==> config.mk <==
export PLATFORM = sky130hd
export DESIGN_NAME = cic3_readout_sched
export DESIGN_NICKNAME = d
export VERILOG_FILES = /design/src/rtl/cic3_readout_sched.sv
export SDC_FILE = /design/constraint.sdc
export NUM_CORES = 2
export LEC_CHECK = 0
export BUFFER_PORTS_ARGS = -buffer_cell sky130_fd_sc_hd__buf_2
export CAP_MARGIN = 20
export CORE_MARGIN = 2
export CORE_UTILIZATION = 35
export CTS_CLUSTER_DIAMETER = 150
export DETAILED_ROUTE_END_ITERATION = 8
export MAX_ROUTING_LAYER = met4
export PLACE_DENSITY_LB_ADDON = 0.08
export SLEW_MARGIN = 20
export SYNTH_ARGS = -nofsm -noshare
export SYNTH_HDL_FRONTEND = slang
export SYNTH_SLANG_ARGS = --single-unit
==> constraint.sdc <==
create_clock -name clk -period 5.4 [get_ports clk]
set_clock_uncertainty 0.15 [all_clocks]
set_input_delay 1.08 -clock clk [delete_from_list [all_inputs] [get_ports clk]]
set_output_delay 1.08 -clock clk [all_outputs]
set_load 0.01 [all_outputs]
==> src/rtl/cic3_readout_sched.sv <==
// Readout scheduler for the CIC3 filter row: snapshots all channels on a strobe and streams enabled ones.
// Optional build macro CIC3_RDOUT_PARITY_EN adds the out_par even-parity output.
module cic3_readout_sched #(
  parameter int NUM_FILTERS = 24,
  parameter int DATA_W      = 25,
  parameter int OVR_W       = 8,
  localparam int CHAN_W     = $clog2(NUM_FILTERS)
) (
  input  logic                          clk,
  input  logic                          reset,
  input  logic                          sample_stb,
  input  logic [NUM_FILTERS*DATA_W-1:0] filt_data,
  input  logic [NUM_FILTERS-1:0]        chan_mask,
  input  logic                          ovr_clr,
  input  logic                          out_ready,
  output logic                          out_valid,
  output logic [DATA_W-1:0]             out_data,
  output logic [CHAN_W-1:0]             out_chan,
  output logic                          out_sof,
  output logic                          out_eof,
  output logic                          busy,
  output logic                          ovr_flag,
  output logic [OVR_W-1:0]              ovr_cnt
`ifdef CIC3_RDOUT_PARITY_EN
  ,
  output logic                          out_par
`endif
);

  typedef enum logic {IDLE, SEND} state_t;

  state_t                        state;
  logic [NUM_FILTERS*DATA_W-1:0] snap;
  logic [NUM_FILTERS-1:0]        pend;

  logic                          xfer, last_xfer, accept, overrun;
  logic [NUM_FILTERS-1:0]        pend_left, src_mask;
  logic [NUM_FILTERS*DATA_W-1:0] src_bank;
  logic [CHAN_W-1:0]             nxt_chan;
  logic [DATA_W-1:0]             nxt_data;
  logic                          nxt_eof;

  function automatic logic [CHAN_W-1:0] lowest(input logic [NUM_FILTERS-1:0] v);
    lowest = '0;
    for (int i = NUM_FILTERS - 1; i >= 0; i--)
      if (v[i]) lowest = CHAN_W'(i);
  endfunction

  // A new strobe may ride on the final word's transfer, so the next word comes
  // either from the fresh strobe inputs or from what is left of the current frame.
  always_comb begin
    xfer      = (state == SEND) && out_valid && out_ready;
    last_xfer = xfer && out_eof;
    accept    = sample_stb && (|chan_mask) && ((state == IDLE) || last_xfer);
    overrun   = sample_stb && (|chan_mask) && (state == SEND) && !last_xfer;
    pend_left = pend & ~(NUM_FILTERS'(1) << out_chan);
    src_mask  = accept ? chan_mask : pend_left;
    src_bank  = accept ? filt_data : snap;
    nxt_chan  = lowest(src_mask);
    nxt_data  = src_bank[int'(nxt_chan)*DATA_W +: DATA_W];
    nxt_eof   = (src_mask & (src_mask - NUM_FILTERS'(1))) == '0;
  end

  always_ff @(posedge clk) begin
    if (reset) begin
      state     <= IDLE;
      snap      <= '0;
      pend      <= '0;
      out_valid <= 1'b0;
      out_data  <= '0;
      out_chan  <= '0;
      out_sof   <= 1'b0;
      out_eof   <= 1'b0;
      ovr_flag  <= 1'b0;
      ovr_cnt   <= '0;
`ifdef CIC3_RDOUT_PARITY_EN
      out_par   <= 1'b0;
`endif
    end else begin
      if (accept || (xfer && !out_eof)) begin
        state     <= SEND;
        pend      <= src_mask;
        out_valid <= 1'b1;
        out_sof   <= accept;
        out_eof   <= nxt_eof;
        out_chan  <= nxt_chan;
        out_data  <= nxt_data;
`ifdef CIC3_RDOUT_PARITY_EN
        out_par   <= ^{nxt_chan, nxt_data};
`endif
        if (accept) snap <= filt_data;
      end else if (xfer) begin
        state     <= IDLE;
        pend      <= '0;
        out_valid <= 1'b0;
        out_sof   <= 1'b0;
        out_eof   <= 1'b0;
        out_chan  <= '0;
        out_data  <= '0;
`ifdef CIC3_RDOUT_PARITY_EN
        out_par   <= 1'b0;
`endif
      end

      // A clear coinciding with an overrun leaves a count of exactly one.
      if (ovr_clr) begin
        ovr_cnt  <= overrun ? OVR_W'(1) : '0;
        ovr_flag <= overrun;
      end else if (overrun) begin
        ovr_flag <= 1'b1;
        if (ovr_cnt != '1) ovr_cnt <= ovr_cnt + OVR_W'(1);
      end
    end
  end

  assign busy = (state == SEND);

endmodule

==> results.toml <==
[sta]
fin_crit_ns = 5.26
timing.final.crit_share = 0.974
setup_viol = 0
finalHoldViolations = 0
maxSlewViolCount = 0
tightest_slew_ns = 1.23
max_freq_mhz = 190
rsz0062_at_grt = "false"
max_slew_margin = 0.179

[routing]
ant_nets = 0
firstDrtPassIters = 5
drtIter0Drc = 3895
avgRoutedWirePerCell_um = 23.4
avgViaCountPerCell = 5.46
routed_wl_um = 160000
num_vias = 37400
drc_errors = 0

[outcome]
status = "completed"

[synthesis]
async_reset_ff_frac = 0
yosys.area.top_type = "dfxtp_1"
syn_inst = 4828
synth_fp_nets = 5458
synth_edf_count = 0
avgSynthCellArea_um2 = 6.91
ys_ff_latch = 666
synthTopCellsByArea = "dfxtp_1 40%, nand2_1 20%, a21oi_1 15%, clkbuf_1 3.0%, nand3_1 2.9%"
ys_warn_count = 0
yosysUniqueCellTypes = 75
ys.flop_type = "dfxtp_1"
yosysSeqAreaShare = 0.399
synth.top_cell.area_share = 0.399
synth_area_um2 = 33400

[worst_hold_path]
hp-class = "reg2reg"

[clock_tree]
clkLatencyLatePin_ns = 0.65
clk_pin_slew_ns = 0.06
cts_sinks = 666
root_buffer = "clkbuf_16"
clock_path_buffers = 3
cts_tree = "done"
cts.htree.levels = 3
cts_setup_buffers = 0
numCtsBuffers = 80
cts_resized = 0
cts_hold_buf = 0

[setup_path]
crit_path_cell_trace = "buf_4, nand2b_1, o21ai_0, nand2_1, o21ai_0, o21ai_0, a22o_1, nor2_4, buf_12, buf_12, buf_4, a21oi_1, o21ai_0, nand4_1, buf_4, and3_1"
critPathMaxStageDelay_ns = 0.67
required_ns = 5.80
crit_path_frequent_cell = "o21ai_0"
worstSetupEndpointType = "flop"
arrival_ns = 5.66
start_kind = "flop"
crit_slowest_cell = "o21ai_0"
critPathKind = "reg2reg"
critPathMaxFanout = 26

[global_route]
grt_pass1_vias = 34500
overflow = 0
grt_use_total = 0.323
grt_pass1_wl_um = 232000
grt_max_degree = 190
antenna_found_initial = 93

[layout]
stdcell_area_um2 = 42200
final_common_cell = "nand2_1"
syn2layout_area_growth_pct = 26.4
multi_input_area_um2 = 18400
drive_above_1_share = 0.210
fillCellCount = 10100
area.sequential_um2 = 13300
fin_nets = 6084
mostFrequentLayoutCells = "1780 x nand2_1, 979 x a21oi_1, 670 x buf_2"

[pwr]
switching_share = 0.351
power.density_nw_per_um2 = 375
p_leak_nw = 16.8
p_comb_frac = 0.289
power_frac_clock = 0.360
intPower_mw = 10.3
p_sw_mw = 5.55
ir_worst_vdd_mv = 0.238
p_seq_frac = 0.351
total_power_mw = 15.8

[flow_run]
max_cap_viol_count = 0

[die]
num_rows = 113
die_x_um = 313
ioPinCount = 672
dieHeight_um = 313
dieArea_um2 = 97800
coreArea_um2 = 94700
start_util = 0.352

[placed_design]
numPortBuffers = 671
place_hpwl_um = 116000
postPlaceCellArea_um2 = 39300
gp_congestion = 0.912
[path summary, 6_finish.rpt]
path	cells after the start	startpoint	slack (ns)	to
worst max-delay path	16	out_chan[1]	0.14	out_data[21]
worst min-delay path	2	snap[504]	0.30	snap[504]
worst max register to register	16	out_chan[1]	0.14	out_data[21]
worst min register to register	2	snap[504]	0.30	snap[504]
[synth_stat cells, types with 5 or more instances]
cell type  instances
o21a_1             7
and3_1            39
nand4_1           70
mux4_2            23
a211oi_1          41
buf_2             82
buf_1             41
nor2_1            92
o221a_2           16
nand2_1         1780
or2_2              5
a22oi_1           29
a32oi_1            7
mux2i_1           72
and2_1            22
inv_1             14
a21oi_1          980
a31oi_1           44
nor3_1            15
dfxtp_1          666
o21ai_0          143
nand3_1          192
nand2b_1           5
o211ai_1           9
mux2_2             8
clkbuf_1         267
o21ai_1            6
a2111oi_0         51
[power by group through the flow]
| stage | clock network (mW) | logic [mW] | registers (mW) |
|---|---|---|---|
| after global routing | 5.97 | 4.92 | 5.57 |
| after detailed placement | 0 | 4.54 | 5.65 |
| after floorplan | 0 | 2.35 | 5.49 |
| after global placement | 0 | 4.53 | 5.65 |
| final | 5.70 | 4.57 | 5.55 |
| after CTS | 5.78 | 4.56 | 5.55 |
[critical path: cells and delay by family, from the launching register on]
kind / cells / cell delay, ns
buffers and inverters: 5 / 1.09
flip-flops: 1 / 0.63
AND/OR/NAND/NOR: 5 / 1.18
AO/OA/AOI/OAI: 6 / 2.08
[layer usage]
| layer | up-vias | part of all wire | GRT usage |
|---|---|---|---|
| met2 | 1404 | 0.46 | 0.501 |
| met3 | 296 | 0.072 | 0.0599 |
| met1 | 17800 | 0.43 | 0.418 |
| met5 | - | 0 | - |
| met4 | 0 | 0.037 | 0.122 |
| li1 | 17900 | - | - |
[final cells by class]
class / instances / area share
clock inverter: 26 / 0.00729
inverter: 14 / 0.00125
sequential: 666 / 0.316
multi-input combinational: 3750 / 0.437
antenna: 66 / 0.00391
timing repair buffer: 942 / 0.140
clock buffer: 116 / 0.0574
tap: 1265 / 0.0375
[through the flow]
stage | utilization | worst slack [ns] | hold slack, ns | TNS (ns) | std cells
global route | 0.445 | 0.0168 | 0.318 | 0 | 6840
CTS | 0.444 | 0.183 | 0.301 | 0 | 6779
finish | 0.445 | 0.139 | 0.303 | 0 | 6845
global placement | 0.415 | -0.517 | 0.289 | -1.85 | 6637
detailed placement | 0.415 | -0.499 | 0.294 | -2.09 | 6637
floorplan | - | 1.11 | 0.282 | 0 | 4828
[kinds of logic (layout without fill, tap and decap cells)]
group	Yosys count	after routing	synth area share
other cells	0	66	0
xor+xnor	5	5	0.00131
flops	666	666	0.399
fa+ha+maj	4	4	0.00127
simple gates	2265	2265	0.279
compound gates	1373	1373	0.228
buf+inv	412	1098	0.0508
mux	103	103	0.0398
[registers in the layout, indices dropped and copies added (netlist names)]
signal / count
snap: 600
out_data: 25
pend: 24
ovr_cnt: 8
out_chan: 5
busy: 1
out_eof: 1
out_sof: 1
ovr_flag: 1
No activity file was read; power rests on OpenSTA's default activity.
